[src/rtl/cp0_reg.sv]
// Coprocessor-0 register file: Status/Cause/EPC with exception update, PRId/Config constants.
// Define CP0_TIMER_EN to build the Count/Compare timer and timer interrupt; otherwise they read 0.
module cp0_reg #(
    parameter logic [31:0] PRID_VAL   = 32'h00480102,
    parameter logic [31:0] CONFIG_VAL = 32'h00008000,
    parameter logic [31:0] STATUS_RST = 32'h10000000
) (
    input  logic        clk,
    input  logic        rst,
    input  logic        we_i,
    input  logic [4:0]  waddr_i,
    input  logic [4:0]  raddr_i,
    input  logic [31:0] data_i,
    input  logic [5:0]  int_i,
    input  logic [31:0] excepttype_i,
    input  logic [31:0] current_inst_addr_i,
    input  logic        is_in_delayslot_i,
    output logic [31:0] data_o,
    output logic [31:0] count_o,
    output logic [31:0] compare_o,
    output logic [31:0] status_o,
    output logic [31:0] cause_o,
    output logic [31:0] epc_o,
    output logic [31:0] config_o,
    output logic [31:0] prid_o,
    output logic        timer_int_o
);

    localparam logic [4:0] ADDR_COUNT   = 5'd9;
    localparam logic [4:0] ADDR_COMPARE = 5'd11;
    localparam logic [4:0] ADDR_STATUS  = 5'd12;
    localparam logic [4:0] ADDR_CAUSE   = 5'd13;
    localparam logic [4:0] ADDR_EPC     = 5'd14;
    localparam logic [4:0] ADDR_PRID    = 5'd15;
    localparam logic [4:0] ADDR_CONFIG  = 5'd16;

    localparam logic [31:0] EXC_INT     = 32'h00000001;
    localparam logic [31:0] EXC_SYSCALL = 32'h00000008;
    localparam logic [31:0] EXC_INVINST = 32'h0000000a;
    localparam logic [31:0] EXC_OV      = 32'h0000000c;
    localparam logic [31:0] EXC_TRAP    = 32'h0000000d;
    localparam logic [31:0] EXC_ERET    = 32'h0000000e;

    logic [31:0] status_q, cause_q, epc_q;
    logic [31:0] status_nx, cause_nx, epc_nx;
    logic [31:0] victim_pc;

    assign prid_o   = PRID_VAL;
    assign config_o = CONFIG_VAL;
    assign status_o = status_q;
    assign cause_o  = cause_q;
    assign epc_o    = epc_q;

    assign victim_pc = is_in_delayslot_i ? (current_inst_addr_i - 32'd4) : current_inst_addr_i;

    // MTC0 first, then the exception overlays its fields on top.
    always_comb begin
        status_nx = status_q;
        cause_nx  = cause_q;
        epc_nx    = epc_q;
        cause_nx[15:10] = int_i;

        if (we_i) begin
            case (waddr_i)
                ADDR_STATUS: status_nx = data_i;
                ADDR_CAUSE: begin
                    cause_nx[9:8] = data_i[9:8];
                    cause_nx[23]  = data_i[23];
                    cause_nx[22]  = data_i[22];
                end
                ADDR_EPC: epc_nx = data_i;
                default: ;
            endcase
        end

        case (excepttype_i)
            EXC_INT: begin
                epc_nx        = victim_pc;
                cause_nx[31]  = is_in_delayslot_i;
                status_nx[1]  = 1'b1;
                cause_nx[6:2] = 5'd0;
            end
            EXC_SYSCALL, EXC_INVINST, EXC_TRAP, EXC_OV: begin
                // A nested exception (EXL already set) keeps the original EPC/BD.
                if (!status_q[1]) begin
                    epc_nx       = victim_pc;
                    cause_nx[31] = is_in_delayslot_i;
                end
                status_nx[1]  = 1'b1;
                cause_nx[6:2] = excepttype_i[4:0];
            end
            EXC_ERET: status_nx[1] = 1'b0;
            default: ;
        endcase
    end

    always_ff @(posedge clk or negedge rst) begin
        if (!rst) begin
            status_q <= STATUS_RST;
            cause_q  <= 32'd0;
            epc_q    <= 32'd0;
        end else begin
            status_q <= status_nx;
            cause_q  <= cause_nx;
            epc_q    <= epc_nx;
        end
    end

`ifdef CP0_TIMER_EN
    logic [31:0] count_q, compare_q;
    logic        timer_int_q;

    always_ff @(posedge clk or negedge rst) begin
        if (!rst) begin
            count_q     <= 32'd0;
            compare_q   <= 32'd0;
            timer_int_q <= 1'b0;
        end else begin
            if (we_i && waddr_i == ADDR_COUNT)
                count_q <= data_i;
            else
                count_q <= count_q + 32'd1;

            // Compare write clears the sticky interrupt and beats a coincident match.
            if (we_i && waddr_i == ADDR_COMPARE) begin
                compare_q   <= data_i;
                timer_int_q <= 1'b0;
            end else if (compare_q != 32'd0 && count_q == compare_q) begin
                timer_int_q <= 1'b1;
            end
        end
    end

    assign count_o     = count_q;
    assign compare_o   = compare_q;
    assign timer_int_o = timer_int_q;
`else
    assign count_o     = 32'd0;
    assign compare_o   = 32'd0;
    assign timer_int_o = 1'b0;
`endif

    always_comb begin
        data_o = 32'd0;
        if (rst) begin
            case (raddr_i)
                ADDR_COUNT:   data_o = count_o;
                ADDR_COMPARE: data_o = compare_o;
                ADDR_STATUS:  data_o = status_q;
                ADDR_CAUSE:   data_o = cause_q;
                ADDR_EPC:     data_o = epc_q;
                ADDR_PRID:    data_o = PRID_VAL;
                ADDR_CONFIG:  data_o = CONFIG_VAL;
                default:      data_o = 32'd0;
            endcase
        end
    end

endmodule

[config.mk]
export PLATFORM = sky130hd
export DESIGN_NAME = cp0_reg
export DESIGN_NICKNAME = d
export VERILOG_FILES = /design/src/rtl/cp0_reg.sv
export SDC_FILE = /design/constraint.sdc
export NUM_CORES = 1
export LEC_CHECK = 0
export ABC_CLOCK_PERIOD_IN_PS = 2530
export CAP_MARGIN = 10
export CORE_ASPECT_RATIO = 0.5
export CORE_MARGIN = 1.5
export CORE_UTILIZATION = 37
export DETAILED_ROUTE_END_ITERATION = 10
export MAX_ROUTING_LAYER = met4
export PLACE_DENSITY = 0.82
export SETUP_SLACK_MARGIN = 0.5
export SYNTH_ARGS = -nofsm -noshare
export SYNTH_HDL_FRONTEND = slang
export SYNTH_SLANG_ARGS = --single-unit
[constraint.sdc]
create_clock -name clk -period 2.53 [get_ports clk]
set_clock_uncertainty 0.15 [all_clocks]
set_input_delay 0.253 -clock clk [delete_from_list [all_inputs] [get_ports clk]]
set_output_delay 0.253 -clock clk [all_outputs]
set_load 0.02 [all_outputs]
==> results.cfg, run 1 <==
[cts]
cts_buffers = 9
cts_tree = yes
cts.path.max_buffers = 2
cts_sinks = 80
path_clk_slew_ps = 70
clk_latency_ps = 340
cts_root_buffer = clkbuf_16
cts_htree_levels = 3

[global_route]
grt_pass1_vias = 5598
track_usage_pct = 25.62
grt_start_max_net_pins = 66
grt_pass1_wl_mm = 31.99
grt_overflow = 0
antenna_found_initial = 1

[timing]
rsz0062_at_grt = true
drv_slew = 0
max-slew-margin-rel_pct = 49.10
whs_ps = 195.0
finalSetupViolations = 0
timing.final.crit_share_pct = 82.00
fin_crit_ps = 2075
hold_viol_final = 0
layout_setup_ws_ps = 455.3
max_freq_mhz = 482.0
setup_tns_ps = 0
worst_pin_slew_ps = 756.5

[synthesis]
yosysTopAreaCellShare_pct = 34.05
synth-main-ff-cell = dfrtp_1
ys_seq_area_share_pct = 34.50
async_reset_ff_share_pct = 100.0
yosysMostFrequentCell = buf_4
yosys_warnings = 0
synthTopCellsByArea = dfrtp_1, buf_4, mux2_2
synth.avg_cell_area_um2 = 9.114
ys_ff_latch = 80
synth.largest_area_cell = dfrtp_1
syn-cell-area_mm2 = 0.005806
netlist_instances = 637
synthTopCellsByCount = buf_4, dfrtp_1, nor2_1
yosysUniqueCellTypes = 53
synth_edf_count = 0

[route]
drc_errors = 4
first_pass_iters = 11
drtIter0Drc = 522
wl_per_cell_um = 20.10
drtAntennaViolNets = 0
vias = 5975
viasPerCell = 5.200
wl_mm = 23.09

[critical_path]
crit_fanout = 4
cp.arrival_ps = 2190
reg2reg_slack_ps = 490
cp.required_ps = 2640
crit_path_end_kind = register
critPathLaunchType = input pin
worstSetupStartpoint = current_inst_addr_i[8]
r2r_start = status_o[1]$_DFFE_PN0P_
path_class = input pin to register

[cells_and_area]
nets = 1055
drive_gt1_share_pct = 25.77
area_growth_pct = 59.68
fin_cells = 1149

[floorplanning]
core_mm2 = 0.01537
io_pins = 373
die_x_um = 180.2
die_y_um = 91.58
rows = 32
dieArea_mm2 = 0.01650
initial_core_util_pct = 37.76

[power]
ir_drop_uv = 355.5
power_density_mw_per_mm2 = 516.5
power.leakage_nw = 4.167

[placement]
place.gp.congestion = 0.9497
port-buffer-count = 227
place_hpwl_mm = 14.43
dp_cells = 1095
dp_slack_ps = -344.2

[status]
violations = DRC
status = finished with violations

[run]
maxCapViolations = 0

[worst_hold_path]
min-delay-start = int_i[5]
hp-class = input pin to register
==> placed cells by master (no fill, tap or decap), drive strengths merged, types with 2 or more instances in the layout <==
cell type / instances
nand3b: 3
mux2i: 24
conb: 145
xor2: 7
nor2b: 24
o41ai: 3
a31oi: 5
or4: 8
nor3: 9
nand2b: 2
nand3: 4
o21ai: 14
nand4: 4
nor4: 18
dlymetal6s2s: 9
dlygate4sd2: 50
buf: 112
mux2: 38
clkdlybuf4s15: 6
nand2: 21
clkdlybuf4s50: 139
a211oi: 23
xnor2: 20
a22oi: 14
a21o: 2
clkbuf: 19
nor2: 59
o31ai: 4
inv: 4
dfrtp: 79
nor3b: 4
diode: 2
or3: 7
clkinv: 3
a21oi: 42
o22ai: 3
==> logic make-up after synthesis <==
kind of cell | count (synthesis) | synth area share (%)
xor+xnor | 27 | 4.073
simple gates | 169 | 15.52
mux | 62 | 11.51
buf+inv | 181 | 21.57
fa+ha+maj | 1 | 0.2155
other cells | 2 | 0.1294
flops | 80 | 34.50
compound gates | 115 | 12.48
==> repair_timing <==
action	4_1_cts	5_1_grt
cloned	6	5
hold buffers	1	0
hold endpoints to repair	15	0
pin swaps	32	17
setup buffers	18	6
endpoints found under the setup margin	68	132
gates resized for setup	191	73
==> power by group <==
part | internal (W) | total, W | leakage, nW | switching (W)
registers | 0.00149 | 0.00170 | 1.02 | 0.000202
logic | 0.000821 | 0.00179 | 3.01 | 0.000969
clock network | 0.000762 | 0.00130 | 0.140 | 0.000541
==> per-stage QoR <==
step,util [%],total power [W],area (µm²)
3_3_place_gp,53.31,0.003337,8197
2_1_floorplan,-,0.002664,6367
3_5_place_dp,53.31,0.003370,8197
5_1_grt,60.28,0.004964,9268
6_report,60.29,0.004788,9270
4_1_cts,57.90,0.004658,8902
==> critical path, cell delays in order <==
cell             delay (ps)
clkdlybuf4s15_1         290
nor4_4                  390
nand4_2                 170
or4_4                   540
or3_1                   380
a31oi_1                 160
==> sequential cells by signal, summed over array words and instances (netlist names) <==
register,cells
epc_o,32
cause_o,16
status_o,32
==> path summary, 6_finish.rpt <==
path / end / depth (start not counted)
min in group asynchronous: cause_o[15]$_DFF_PN0_ / 2
max in group asynchronous: status_o[1]$_DFFE_PN0P_ / 4
max reg2reg: epc_o[4]$_DFF_PN0_ / 8
min: cause_o[15]$_DFF_PN0_ / 1
min reg2reg: status_o[2]$_DFFE_PN0P_ / 1
max: epc_o[28]$_DFF_PN0_ / 6
==> routing by layer <==
layer | global-route usage [%] | vias to the layer above | wire (µm)
li1 | - | 2554 | -
met1 | 29.56 | 2866 | 8723
met2 | 43.03 | 443 | 11080
met3 | 5.375 | 112 | 2043
met4 | 12.32 | 0 | 1244
met5 | - | - | 0
==> cell type report <==
type | count | area (µm²)
Sequential cell | 80 | 2004
Timing Repair Buffer | 324 | 3248
Clock inverter | 4 | 45.04
Fill cell | 1154 | 6105
Inverter | 4 | 15.01
Multi-Input combinational cell | 519 | 3461
Tap cell | 204 | 255.2
Clock buffer | 12 | 236.5
Antenna cell | 2 | 5.005
Power figures use the tool's default switching activity.
==> run 2: changes to the inputs <==
ABC_CLOCK_PERIOD_IN_PS = 1960   (was 2530)
clock period = 1.96 ns   (was 2.53 ns; I/O delays follow)
==> run 2 against run 1 <==
Effect of this change: the flow finishes with violations (DRC, setup timing); combinational power is 37% higher; die area stayed put; non-clock buffer count is 52 higher; core utilization is 5.6 points higher; sequential power is 31% higher; worst hold slack worse by 67 ps; flip-flop and latch count stayed put; largest power group unchanged; highest routed layer unchanged.
==> results.cfg, run 2 (synthesized netlist as in run 1, its figures left out) <==
[cts]
cts_root_buffer = clkbuf_16
cts_buffers = 9
path_clk_slew_ps = 70
clk_latency_ps = 350
cts.path.max_buffers = 2
cts_sinks = 80
cts_tree = yes
cts_htree_levels = 3

[global_route]
grt_pass1_wl_mm = 35.25
grt_pass1_vias = 6314
antenna_found_initial = 1
grt_start_max_net_pins = 46
grt_overflow = 0
track_usage_pct = 28.43

[timing]
hold_viol_final = 0
max_freq_mhz = 473.7
setup_tns_ps = -2498
timing.final.crit_share_pct = 107.7
worst_pin_slew_ps = 633.3
rsz0062_at_grt = true
max-slew-margin-rel_pct = 57.78
fin_crit_ps = 2111
finalSetupViolations = 30
layout_setup_ws_ps = -150.9
drv_slew = 0
whs_ps = 128.3

[placement]
dp_slack_ps = -677.9
place.gp.congestion = 0.9186
port-buffer-count = 227
place_hpwl_mm = 14.87

[power]
power.leakage_nw = 4.623
power_density_mw_per_mm2 = 653.3
fin_total_pwr_w = 0.006616
ir_drop_uv = 497.1

[route]
first_pass_iters = 10
wl_met3_mm = 2.371
drc_errors = 28
viasPerCell = 5.534
m1WireLength_mm = 9.121
vias = 6646
drtAntennaViolNets = 0
wl_met2_mm = 12.90
drtIter0Drc = 515
wl_mm = 26.39
wl_per_cell_um = 21.97
top_layer_used = met4

[floorplanning]
die_x_um = 180.2
dieArea_mm2 = 0.01650
rows = 32
initial_core_util_pct = 37.76
die_y_um = 91.58
core_mm2 = 0.01537
io_pins = 373

[status]
status = finished with violations
violations = DRC, setup timing

[critical_path]
path_cells = buf_6 -> nand3b_1 -> a2111oi_4 -> buf_4 -> buf_6 -> buf_12 -> buf_12 -> a211oi_2 -> a21oi_2
crit_fanout = 7
critical_path.top_delay_family = buffers and inverters
path_class = register to register
crit_path_end_kind = register
cp_num_buf_inv = 5
cpPeakStageDelay_ps = 400
cp.arrival_ps = 2220
cp.required_ps = 2070
slowest_stage = dfrtp_1
critPathLaunchType = register

[cells_and_area]
final_core_util_pct = 65.87
drive_gt1_share_pct = 43.92
area_growth_pct = 74.44
final_cell_mix = conb_1, buf_4, dfrtp_1, dlygate4sd2_1, clkdlybuf4s50_1
nets = 1107
layout_commonest_cell = conb_1

[worst_hold_path]
hp-class = input pin to register

[run]
maxCapViolations = 0
==> run 2: worst paths after layout <==
path                            cells past startpoint  slack (ps)                    start                       end
worst max-delay path                                9        -150  status_o[1]$_DFFE_PN0P_        epc_o[3]$_DFF_PN0_
worst min-delay path                                1         130                 int_i[1]     cause_o[11]$_DFF_PN0_
worst max register to register                      9        -150  status_o[1]$_DFFE_PN0P_        epc_o[3]$_DFF_PN0_
worst min register to register                      1         380   cause_o[9]$_DFFE_PN0P_    cause_o[9]$_DFFE_PN0P_
max in group asynchronous                           3         750                      rst       epc_o[31]$_DFF_PN0_
min in group asynchronous                           3         420                      rst  status_o[15]$_DFFE_PN0P_
==> run 2: power breakdown <==
group / internal (W) / switching [W] / total [W]
clock network: 0.00116 / 0.000778 / 0.00194
logic: 0.00105 / 0.00141 / 0.00246
registers: 0.00193 / 0.000292 / 0.00222
total: 0.00413 / 0.00248 / 0.00662
==> run 2: timing repair <==
item,CTS,global route
hold buffers,1,0
resized for setup,499,109
pin swaps,63,23
gates cloned,9,1
setup buffers,25,21
hold endpoints to repair,79,0
setup endpoints to repair,186,119
==> run 2: worst register-to-register path: cells and delay by family, from the launching register on <==
family,cells,cell delay (ps)
AO/OA/AOI/OAI,3,600
buffers and inverters,5,690
flip-flops,1,400
AND/OR/NAND/NOR,1,180
==> run 2: metrics by stage <==
| stage | instances | instance area [µm²] |
|---|---|---|
| 6_report | 1201 | 10130 |
| 2_1_floorplan | 780 | 6897 |
| 3_3_place_gp | 1126 | 8879 |
| 4_1_cts | 1177 | 9822 |
| 3_5_place_dp | 1126 | 8879 |
| 5_1_grt | 1200 | 10120 |
==> run 2: layout make-up <==
type                            count  area [µm²]
Antenna cell                        2       5.005
Multi-Input combinational cell    519        3909
Timing Repair Buffer              376        3610
Fill cell                         995        5248
Inverter                            4       15.01
Clock inverter                      6       91.34
Tap cell                          204       255.2
Sequential cell                    80        2003
Clock buffer                       10       239.0
==> run 2: per-layer routing <==
metal | track usage (%) | vias up
li1 | - | 2670
met1 | 29.41 | 3210
met2 | 50.00 | 566
met3 | 5.616 | 200
met4 | 18.91 | 0
met5 | - | -
